## src/rtl/stopwatch_ctrl.sv

```systemverilog
// rtl/stopwatch_ctrl.sv - tenths-of-a-second BCD stopwatch (00.0-59.9) fed by a 10 Hz tick; optional wrap via STOPWATCH_WRAP_EN
module stopwatch_ctrl #(
  parameter int SYNC_STAGES = 2
) (
  input  logic       clk,
  input  logic       rst,
  input  logic       slow_clk,
  input  logic       start_stop,
  input  logic       clear,
  output logic [2:0] sec_tens,
  output logic [3:0] sec_ones,
  output logic [3:0] tenths,
  output logic       running,
  output logic       at_max
);

  typedef enum logic [1:0] {IDLE, RUN, PAUSE} state_t;

  logic [SYNC_STAGES-1:0] sync_q, sync_d;
  logic                   edge_q, edge_d;
  logic                   tick;
  state_t                 state_q, state_d;
  logic [2:0]             tens_q, tens_d;
  logic [3:0]             ones_q, ones_d;
  logic [3:0]             tenths_q, tenths_d;
  logic                   running_q, running_d;
  logic                   at_max_q, at_max_d;
  logic                   count_max;

  // Synchronize slow_clk as data and detect its rising edge.
  always_comb begin
    sync_d = {sync_q[SYNC_STAGES-2:0], slow_clk};
    edge_d = sync_q[SYNC_STAGES-1];
    tick   = sync_q[SYNC_STAGES-1] & ~edge_q;
  end

  assign count_max = (tens_q == 3'd5) && (ones_q == 4'd9) && (tenths_q == 4'd9);

  // Next state and next count; clear overrides everything, ticks outside RUN are dropped.
  always_comb begin
    state_d  = state_q;
    tens_d   = tens_q;
    ones_d   = ones_q;
    tenths_d = tenths_q;
    if (clear) begin
      state_d  = IDLE;
      tens_d   = 3'd0;
      ones_d   = 4'd0;
      tenths_d = 4'd0;
    end else begin
      case (state_q)
        IDLE: begin
          if (start_stop) state_d = RUN;
        end
        RUN: begin
          if (tick) begin
            if (count_max) begin
`ifdef STOPWATCH_WRAP_EN
              tens_d   = 3'd0;
              ones_d   = 4'd0;
              tenths_d = 4'd0;
`else
              state_d  = PAUSE;
`endif
            end else if (tenths_q == 4'd9) begin
              tenths_d = 4'd0;
              if (ones_q == 4'd9) begin
                ones_d = 4'd0;
                tens_d = tens_q + 3'd1;
              end else begin
                ones_d = ones_q + 4'd1;
              end
            end else begin
              tenths_d = tenths_q + 4'd1;
            end
          end
          if (start_stop) state_d = PAUSE;
        end
        PAUSE: begin
`ifdef STOPWATCH_WRAP_EN
          if (start_stop) state_d = RUN;
`else
          // A count held at 59.9 stays frozen until clear.
          if (start_stop && !count_max) state_d = RUN;
`endif
        end
        default: state_d = IDLE;
      endcase
    end
    running_d = (state_d == RUN);
    at_max_d  = (tens_d == 3'd5) && (ones_d == 4'd9) && (tenths_d == 4'd9);
  end

  // All state and outputs registered; reset clears them immediately.
  always_ff @(posedge clk or posedge rst) begin
    if (rst) begin
      sync_q    <= '0;
      edge_q    <= 1'b0;
      state_q   <= IDLE;
      tens_q    <= 3'd0;
      ones_q    <= 4'd0;
      tenths_q  <= 4'd0;
      running_q <= 1'b0;
      at_max_q  <= 1'b0;
    end else begin
      sync_q    <= sync_d;
      edge_q    <= edge_d;
      state_q   <= state_d;
      tens_q    <= tens_d;
      ones_q    <= ones_d;
      tenths_q  <= tenths_d;
      running_q <= running_d;
      at_max_q  <= at_max_d;
    end
  end

  assign sec_tens = tens_q;
  assign sec_ones = ones_q;
  assign tenths   = tenths_q;
  assign running  = running_q;
  assign at_max   = at_max_q;

endmodule

```

## config.mk

```make
export PLATFORM = sky130hd
export DESIGN_NAME = stopwatch_ctrl
export DESIGN_NICKNAME = d
export VERILOG_FILES = /design/src/rtl/stopwatch_ctrl.sv
export SDC_FILE = /design/constraint.sdc
export NUM_CORES = 1
export LEC_CHECK = 0
export CAP_MARGIN = 20
export CORE_MARGIN = 8
export CORE_UTILIZATION = 53
export CTS_BUF_LIST = sky130_fd_sc_hd__clkbuf_4
export DETAILED_ROUTE_END_ITERATION = 10
export PLACE_DENSITY = 0.8
export SYNTH_ARGS = -nofsm -noshare
export SYNTH_HDL_FRONTEND = slang
export SYNTH_SLANG_ARGS = --single-unit
```

## constraint.sdc

```tcl
create_clock -name clk -period 5 [get_ports clk]
set_input_delay 1 -clock clk [delete_from_list [all_inputs] [get_ports clk]]
set_output_delay 1 -clock clk [all_outputs]
set_load 0.01 [all_outputs]
```

==> impl_metrics.json <==
{
  "status": "complete, no violations",
  "numCtsBuffers": 3,
  "clock_path_buffers": 2,
  "drc": 0,
  "worstSetupStartpointType": "input port",
  "regToRegSetupSlack_ps": 2780,
  "min_delay_worst_endpoint": "sync_q[1]",
  "fillCellCount": 157,
  "hold_class": "reg2reg",
  "worstPathRequired_ps": 5200,
  "die_h_um": 60.32,
  "dp_hpwl_um": 1711,
  "period_share_pct": 49.93,
  "worst_clock_skew_ps": 5.159,
  "critPathBufInv": 1,
  "power.switching_uw": 58.06,
  "synthArstFlopShare_pct": 100.0,
  "ys.flop_type": "dfrtp_1",
  "power_leakage_nw": 0.5590,
  "final_nets": 133,
  "ios": 18,
  "setup-tns-final_ps": 0,
  "insertion_delay_ps": 290,
  "hold_depth": 0,
  "holdBufCountCts": 0,
  "synth_top_area_share_pct": 43.27,
  "p_seq_share_pct": 62.1,
  "seq_area_um2": 450.4,
  "synth_edf_count": 0,
  "critPathTopFamily": "simple AND/OR/NAND/NOR gates",
  "grt_pass1_vias": 830,
  "grt_max_degree": 19,
  "min_from": "sync_q[0]",
  "antenna_found_initial": 0,
  "final_cell_mix": "18 x dfrtp_1, 17 x clkdlybuf4s50_1, 12 x nor2_1",
  "postRouteAntennaNets": 0,
  "combPwrFrac_pct": 8.4,
  "fmax_mhz": 400.5,
  "dr.pass1.iters": 4,
  "cts_htree_levels": 1,
  "slew_violations": 0,
  "gp_congestion": 0.8264,
  "fin_crit_ps": 2497,
  "power_frac_clock_pct": 29.4,
  "cts_setup_buffers": 0,
  "power.internal_uw": 187.6,
  "peakVddDrop_uv": 131.4,
  "drtIter0Drc": 26,
  "final_common_cell": "dfrtp_1",
  "clkSinkCount": 18,
  "wirelength_um": 2260,
  "worstReg2RegEnd": "at_max",
  "syn2layout_area_growth_pct": 19.23,
  "ys_ff_latch": 18,
  "rsz0062_at_grt": "false",
  "multi_input_comb_area_um2": 526.8,
  "n_antenna_cell": 0,
  "worst_slack_ps": 2503,
  "synth.distinct_cells": 36,
  "port_buffers": 17,
  "syn_nets": 115,
  "relSlewSlack_pct": 56.05,
  "die-area_um2": 3639,
  "netlist_instances": 104,
  "syn_avg_cell_area_um2": 10.01,
  "r2r_cells": 7,
  "cts_tree": "done",
  "cts.repair.resized": 0,
  "cts-root-buf": "clkbuf_4",
  "synth.largest_area_cell": "dfrtp_1",
  "rows": 16,
  "finalSetupViolCount": 0,
  "die_w_um": 60.32,
  "final_layout_size_suffix_gt1_share_pct": 6.612,
  "crit_fanout": 14,
  "synth_area_leaders": "dfrtp_1 43%, ha_1 7.2%, nor2_1 4.3%",
  "yosysWarningCount": 0,
  "vias": 863,
  "grt_use_total_pct": 13.71,
  "ys_seq_area_share_pct": 43.27,
  "clkTransAtPathRegs_ps": 100,
  "pre_cts_ws_ps": 2220,
  "max_cap_violations": 0,
  "initial_core_util_pct": 54.74,
  "worstPathCellList": "clkdlybuf4s50_1, or4_1, o21ai_2, nand4b_1, nor4_2",
  "hold_viol": 0,
  "p_sw_share_pct": 23.64,
  "max_stage_delay_ps": 660,
  "power.density_nw_per_um2": 197.9,
  "grt_overflow_total": 0,
  "r2r-start": "sec_ones[1]",
  "critPathSlowestCell": "clkdlybuf4s50_1",
  "end_kind": "register",
  "viasPerCell": 5.831,
  "grt_pass1_wl_um": 3698,
  "routedWlPerCell_um": 15.27,
  "synth.cell_area_um2": 1041,
  "cp.arrival_ps": 2690,
  "coreArea_um2": 1902,
  "worst_pin_slew_ps": 658.5,
  "critical_path_class": "in2reg"
}
[routing by layer]
metal	vias to the layer above	wire length (um)	GRT usage, %
met3	5	107	4.301
met1	427	1000	15.93
met2	29	1119	21.95
met5	-	0	0
li1	402	-	-
met4	0	33	7.143
[stage by stage]
| stage | instances | cell area (um2) | power, mW | util (%) | hold slack (ps) |
|---|---|---|---|---|---|
| after global routing | 148 | 1241 | 0.2573 | 65.26 | 370.6 |
| after CTS | 148 | 1241 | 0.2461 | 65.26 | 357.7 |
| after detailed placement | 144 | 1215 | 0.1764 | 63.88 | 335.5 |
| after global placement | 144 | 1215 | 0.1750 | 63.88 | 334.8 |
| after floorplan | 104 | 1041 | 0.1666 | - | 331.2 |
| final | 148 | 1241 | 0.2456 | 65.26 | 356.4 |
[worst reg2reg max path, cell delays in order, from the launching register on]
cell and delay [ps]:
dfrtp_1 430, inv_1 90, ha_1 190, and3b_1 420, nand4b_1 270, mux2_4 360
nand4b_1 180, nor4_2 190
[cells by family (layout without fill, tap and decap cells)]
| logic type | after synthesis | after routing | synth area share [%] |
|---|---|---|---|
| simple gates | 43 | 43 | 24.28 |
| flops | 18 | 18 | 43.27 |
| compound gates | 17 | 17 | 12.26 |
| buf+inv | 13 | 30 | 6.130 |
| fa+ha+maj | 6 | 6 | 7.211 |
| mux | 4 | 4 | 4.327 |
| xor+xnor | 3 | 3 | 2.524 |
[flip-flops by register name, summed over array words and instances, names as in the netlist]
signal,count
at_max,1
edge_q,1
running,1
sec_ones,4
sec_tens,3
state_q,2
sync_q,2
tenths,4
[final cells by class]
cell class	count	share of cell area [%]
multi-input combinational	73	42.44
tap	27	2.722
inverter	9	2.722
timing repair buffer	17	13.71
sequential	18	36.29
clock inverter	1	0.3024
clock buffer	3	1.815
[power groups by stage]
stage | Clock (mW) | Combinational [mW] | Sequential, mW
4_1_cts | 0.0725 | 0.0211 | 0.152
6_report | 0.0723 | 0.0207 | 0.153
3_5_place_dp | 0 | 0.0210 | 0.155
3_3_place_gp | 0 | 0.0200 | 0.155
2_1_floorplan | 0 | 0.0114 | 0.155
5_1_grt | 0.0810 | 0.0230 | 0.153
[synthesized netlist by cell type (2+ instances only)]
cell type	number
and2_1	2
a21oi_1	3
mux2i_1	3
dfrtp_1	18
buf_6	2
clkbuf_1	2
ha_1	6
a41oi_1	2
nor2_1	12
nand3_1	3
a31oi_1	3
nand4b_1	2
nand2b_1	2
nand2_1	7
xor2_1	3
nor3_1	3
inv_1	9
and3b_1	3
o21ai_0	2
[how the worst max path moves through the flow]
stage	start	to	slack, ps	depth (start not counted)
after floorplan	clear	at_max	3070	4
after global placement	clear	at_max	2290	5
after detailed placement	clear	at_max	2220	5
after CTS	clear	at_max	2520	5
after global routing	clear	at_max	2440	5
final	clear	at_max	2500	5
No activity file was read; power rests on OpenSTA's default activity.
